[src/rtl/alu_ctrl_pkg.sv]
// Shared encodings for the ALU add/sub control sequencer: FSM states,
// ctrl strobe bit positions and op codes.
package alu_ctrl_pkg;

    localparam logic [2:0] IDLE      = 3'd0;
    localparam logic [2:0] WAIT_FALL = 3'd1;
    localparam logic [2:0] STAB      = 3'd2;
    localparam logic [2:0] LOAD_Q    = 3'd3;
    localparam logic [2:0] EXEC      = 3'd4;
    localparam logic [2:0] OUT       = 3'd5;

    localparam int CTRL_W      = 11;
    localparam int CTRL_LOAD_M = 0;
    localparam int CTRL_LOAD_Q = 1;
    localparam int CTRL_EXEC   = 2;
    localparam int CTRL_SUB    = 3;
    localparam int CTRL_CARRY  = 4;
    localparam int CTRL_FLAGS  = 5;
    localparam int CTRL_BYTE   = 7;
    localparam int CTRL_LAST   = 8;

    localparam logic [1:0] OP_ADD = 2'b00;
    localparam logic [1:0] OP_SUB = 2'b01;
    localparam logic [1:0] OP_ADC = 2'b10;
    localparam logic [1:0] OP_SBB = 2'b11;

endpackage

[src/rtl/alu_out_byte_seq.sv]
// Result byte streamer: MSB-first down-counter with valid/ack handshake.
// Index is loaded during EXEC, steps on each accepted byte, cleared on abort.
module alu_out_byte_seq #(
    parameter int OUT_BYTES = 2,
    parameter int BSEL_W    = 1
) (
    input  logic              clk_i,
    input  logic              rst_ni,
    input  logic              clr_i,
    input  logic              load_i,
    input  logic              active_i,
    input  logic              ack_i,
    output logic [BSEL_W-1:0] byte_idx_o,
    output logic              valid_o,
    output logic              fire_o,
    output logic              last_o
);

    localparam logic [BSEL_W-1:0] IDX_TOP = BSEL_W'(OUT_BYTES - 1);
    localparam logic [BSEL_W-1:0] IDX_ONE = BSEL_W'(1);

    logic [BSEL_W-1:0] byte_idx_q;
    logic [BSEL_W-1:0] byte_idx_d;

    assign valid_o    = active_i;
    assign fire_o     = active_i & ack_i;
    assign last_o     = (byte_idx_q == '0);
    assign byte_idx_o = byte_idx_q;

    always_comb begin
        byte_idx_d = byte_idx_q;
        if (clr_i) begin
            byte_idx_d = '0;
        end else if (load_i) begin
            byte_idx_d = IDX_TOP;
        end else if (fire_o && !last_o) begin
            byte_idx_d = byte_idx_q - IDX_ONE;
        end
    end

    always_ff @(posedge clk_i or negedge rst_ni) begin
        if (!rst_ni) begin
            byte_idx_q <= '0;
        end else begin
            byte_idx_q <= byte_idx_d;
        end
    end

endmodule

[src/rtl/alu_addsub_seq.sv]
// Control sequencer for the ALU add/sub datapath: load M, settle, load Q,
// execute, then stream the result bytes under valid/ack; done pulses after the last byte.
module alu_addsub_seq
    import alu_ctrl_pkg::*;
#(
    parameter  int DATA_W      = 16,
    parameter  int STAB_CYCLES = 1,
    localparam int OUT_BYTES   = DATA_W / 8,
    localparam int BSEL_W      = (OUT_BYTES > 1) ? $clog2(OUT_BYTES) : 1
) (
    input  logic              clk_i,
    input  logic              rst_ni,
    input  logic              enable_i,
    input  logic              start_i,
    input  logic [1:0]        op_i,
    input  logic              out_ack_i,
    output logic [10:0]       ctrl_o,
    output logic [BSEL_W-1:0] byte_sel_o,
    output logic              out_valid_o,
    output logic              ready_o,
    output logic              busy_o,
    output logic              done_o
);

    localparam int STAB_W = (STAB_CYCLES > 1) ? $clog2(STAB_CYCLES) : 1;
    localparam int STAB_INIT = (STAB_CYCLES > 0) ? STAB_CYCLES - 1 : 0;
    localparam logic [STAB_W-1:0] STAB_LOAD = STAB_W'(STAB_INIT);
    localparam logic [STAB_W-1:0] STAB_ONE  = STAB_W'(1);

    logic [2:0]        state_q, state_d;
    logic [1:0]        op_lat_q, op_lat_d;
    logic [STAB_W-1:0] stab_cnt_q, stab_cnt_d;
    logic              done_q, done_d;

    logic              byte_fire;
    logic              byte_last;
    logic              byte_vld;

    alu_out_byte_seq #(
        .OUT_BYTES (OUT_BYTES),
        .BSEL_W    (BSEL_W)
    ) u_out_byte_seq (
        .clk_i      (clk_i),
        .rst_ni     (rst_ni),
        .clr_i      (!enable_i),
        .load_i     (enable_i && (state_q == EXEC)),
        .active_i   (enable_i && (state_q == OUT)),
        .ack_i      (out_ack_i),
        .byte_idx_o (byte_sel_o),
        .valid_o    (byte_vld),
        .fire_o     (byte_fire),
        .last_o     (byte_last)
    );

    always_comb begin
        state_d    = state_q;
        op_lat_d   = op_lat_q;
        stab_cnt_d = stab_cnt_q;
        done_d     = 1'b0;
        if (!enable_i) begin
            state_d = IDLE;
        end else begin
            case (state_q)
                IDLE: begin
                    if (start_i) begin
                        state_d  = WAIT_FALL;
                        op_lat_d = op_i;
                    end
                end
                WAIT_FALL: begin
                    // Sequence launches on the falling edge of the start level.
                    if (!start_i) begin
                        if (STAB_CYCLES == 0) begin
                            state_d = LOAD_Q;
                        end else begin
                            state_d    = STAB;
                            stab_cnt_d = STAB_LOAD;
                        end
                    end
                end
                STAB: begin
                    if (stab_cnt_q == '0) begin
                        state_d = LOAD_Q;
                    end else begin
                        stab_cnt_d = stab_cnt_q - STAB_ONE;
                    end
                end
                LOAD_Q:  state_d = EXEC;
                EXEC:    state_d = OUT;
                OUT: begin
                    if (byte_fire && byte_last) begin
                        state_d = IDLE;
                        done_d  = 1'b1;
                    end
                end
                default: state_d = IDLE;
            endcase
        end
    end

    always_comb begin
        ctrl_o = '0;
        if (enable_i) begin
            case (state_q)
                WAIT_FALL: ctrl_o[CTRL_LOAD_M] = !start_i;
                LOAD_Q:    ctrl_o[CTRL_LOAD_Q] = 1'b1;
                EXEC: begin
                    ctrl_o[CTRL_EXEC]  = 1'b1;
                    ctrl_o[CTRL_SUB]   = op_lat_q[0];
                    ctrl_o[CTRL_CARRY] = op_lat_q[1];
                    ctrl_o[CTRL_FLAGS] = 1'b1;
                end
                OUT: begin
                    ctrl_o[CTRL_BYTE] = byte_fire & !byte_last;
                    ctrl_o[CTRL_LAST] = byte_fire & byte_last;
                end
                default: ctrl_o = '0;
            endcase
        end
    end

    assign out_valid_o = byte_vld;
    assign ready_o     = enable_i && (state_q == IDLE);
    assign busy_o      = (state_q != IDLE);
    assign done_o      = done_q;

    always_ff @(posedge clk_i or negedge rst_ni) begin
        if (!rst_ni) begin
            state_q    <= IDLE;
            op_lat_q   <= OP_ADD;
            stab_cnt_q <= '0;
            done_q     <= 1'b0;
        end else begin
            state_q    <= state_d;
            op_lat_q   <= op_lat_d;
            stab_cnt_q <= stab_cnt_d;
            done_q     <= done_d;
        end
    end

endmodule

[config.mk]
export PLATFORM = sky130hd
export DESIGN_NAME = alu_addsub_seq
export DESIGN_NICKNAME = d
export VERILOG_FILES = /design/src/rtl/alu_ctrl_pkg.sv /design/src/rtl/alu_out_byte_seq.sv /design/src/rtl/alu_addsub_seq.sv
export SDC_FILE = /design/constraint.sdc
export NUM_CORES = 1
export LEC_CHECK = 0
export BUFFER_PORTS_ARGS = -buffer_cell sky130_fd_sc_hd__buf_4
export CORE_AREA = 2 2 39 41
export CTS_BUF_LIST = sky130_fd_sc_hd__clkbuf_4 sky130_fd_sc_hd__clkbuf_8
export DETAILED_ROUTE_END_ITERATION = 6
export DIE_AREA = 0 0 41 43
export PLACE_DENSITY = 0.71
export SYNTH_ARGS = -nofsm -noshare
export SYNTH_HDL_FRONTEND = slang
export SYNTH_SLANG_ARGS = --single-unit
export TNS_END_PERCENT = 20
[constraint.sdc]
create_clock -name clk_i -period 1.81 [get_ports clk_i]
set_input_delay 0.0905 -clock clk_i [delete_from_list [all_inputs] [get_ports clk_i]]
set_output_delay 0.0905 -clock clk_i [all_outputs]
set_load 0.01 [all_outputs]
==> run metrics <==
proportion of synthesized area in mux cells 0.0712; crit path to ctrl_o[3]; Via density about 4.5; count of state elements after synthesis 7; xor/xnor cell area share of the yosys netlist 0; cts bufs inserted 3; top-area cell type share of the netlist area 0.415; clk buf depth 2; pins over their slew limit 0; Worst Setup End Kind primary output; H-tree Lvls 1; critical path data arrival time 1.48 ns; layout cell share with drive strength beyond 1 0.422; Worst R2R End op_lat_q[1]; Worst path depth 3; post-synthesis compound-gate area fraction 0.101; worst hold path class input port to register; post-CTS setup buffers 0; Reg clk slew, reported paths approximately 0.050 ns; Worst EP required 1.72 ns; Slowest-stage cell, CP dfrtp_1; syn_area_per_cell around 9.4 um2; Worst R2R Path Depth 3; placed cell area 546 um2; largest family of logic cells by synthesized area simple AND/OR/NAND/NOR gates; Fill cells between 100 and 150; CTS resizes 0; die width 41 um; Inserted Diodes 0; crit-path leading delay family simple AND/OR/NAND/NOR gates; pin count of the biggest net entering global routing 11; Yosys cell types 20; YS warnings 0; Setup CP Type register to primary output; Post-synth EDFFs 0; Final Net Count 72; CTS tree done; FF-to-FF Start state_q[2]; DRC violations left 0; hold wc startpoint op_i[0]; Iteration-0 DRC Markers 3; core area 1380 um2; status complete, no violations; Routed Antenna Nets 0; Bufs and invs on worst path 1; peak supply drop 0.000520 V; worst skew pair latency 0.25 ns; Initial Util 0.305; commonest non-fill, non-tap cell in the layout buf_4; Leak 0.306 nW; number of global-route vias before repair 339; Post-Layout Cell Count 80; drt total wl 858 um; CP peak stage delay 0.46 ns; placed cells 75; hold_buf cts 1; Final min period 1.57 ns; grt total ovfl 0; crit-path max FO 10; synth-to-layout area growth 38.9%; origin of the worst setup path state_q[1]; Post-synth ARST share 1.00; RSZ-0062 raised after global routing false; global-route wire length before repair 1.45 mm; simple-gate portion of the synthesized area 0.276; initial antenna violation count 0; Hold Vio Cnt, Final 0; 1st-pass router iterations 4; Synth Area in Adders 0; row cnt 14; top area cells in the synthesized netlist dfrtp_1 42%, buf_4 8.9%, mux2_4 7.1%; Cell Area, Synth ~420 um2; Tot GR Track Use 0.126; root buf cell clkbuf_4; Gate Count Post-Synth 45; post-route cell area between 500 and 600 um2; most frequently used flop master after synthesis dfrtp_1; Placement Setup Slack 0.245 ns; critical path startpoint category register; setup violators final 0; Max Clk Rate 635 MHz; crit-path cells nor3_1 > and2_1 > buf_4; R2R setup slack 0.24 ns; PnR worst setup slack 0.235 ns; clk sinks 7; IO Port Bufs 19; power density over the cells 712 nW/um2; most frequent cells in the layout 19 x buf_4, 7 x dfrtp_1, 6 x nor2_1; wire length per cell 10.7 um; largest area contributor in the netlist dfrtp_1; sequential area share after synthesis 0.415; DIE AREA approximately 1800 um2; Via Count 363; height of the die 43 um; final core occ 0.423; setup TNS 0 ns; max_cap viols 0; I/O pin cnt 23; clk_skew 0.00391 ns; fin crit share 0.870; placer congestion estimate 0.801
==> layout make-up <==
| type | count | area (um2) | area share |
|---|---|---|---|
| multi-input combinational | 31 | 200 | 0.342 |
| sequential | 7 | 175 | 0.299 |
| clock buffer | 4 | 30.0 | 0.0513 |
| tap | 16 | 20.0 | 0.0342 |
| timing repair buffer | 20 | 153 | 0.261 |
| inverter | 2 | 7.51 | 0.0128 |
==> registers in the layout, summed over array words and instances (netlist names) <==
signal                     flops
state_q                        3
op_lat_q                       2
done_o                         1
u_out_byte_seq.byte_idx_o      1
==> how the worst min path moves through the flow <==
stage,end,cells past startpoint
after detailed placement,op_lat_q[1],1
after global routing,op_lat_q[0],2
after floorplan,done_o,0
after CTS,op_lat_q[0],2
after global placement,op_lat_q[1],1
final,op_lat_q[0],2
==> cell families after synthesis <==
kind of cell           count (synthesis)
other                                  1
DFF                                    7
muxes                                  2
and+or+nand+nor                       20
buffers and inverters                  9
AOI/OAI and AO/OA                      6
==> metrics by stage <==
| step | total power [W] | hold slack [ns] |
|---|---|---|
| 6_report | 0.000417 | 0.0645 |
| 5_1_grt | 0.000446 | 0.0563 |
| 4_1_cts | 0.000425 | 0.0565 |
| 3_5_place_dp | 0.000261 | -0.0908 |
| 3_3_place_gp | 0.000259 | -0.0920 |
| 2_1_floorplan | 0.000234 | -0.205 |
==> per-layer routing <==
layer,vias to the layer above,part of all wire,GRT usage
li1,181,-,-
met1,157,0.41,0.147
met2,23,0.45,0.181
met3,2,0.13,0.0995
met4,0,0.0047,0.0200
met5,-,0,0
==> Yosys cell counts, drive strengths merged (2+ instances only) <==
master / instances
nor2: 6
and2: 2
dfrtp: 7
mux2: 2
nand2b: 3
nor3: 2
inv: 2
buf: 6
a21oi: 2
nand2: 4
o21a: 2
==> where the power goes <==
group	total [W]	leakage [nW]	switching [W]	internal [W]
clock network	0.000157	0.0184	0.0000582	0.0000991
logic	0.0000746	0.195	0.0000295	0.0000451
registers	0.000185	0.0919	0.0000134	0.000171
total	0.000417	0.306	0.000101	0.000316
No activity file was read; power rests on OpenSTA's default activity.
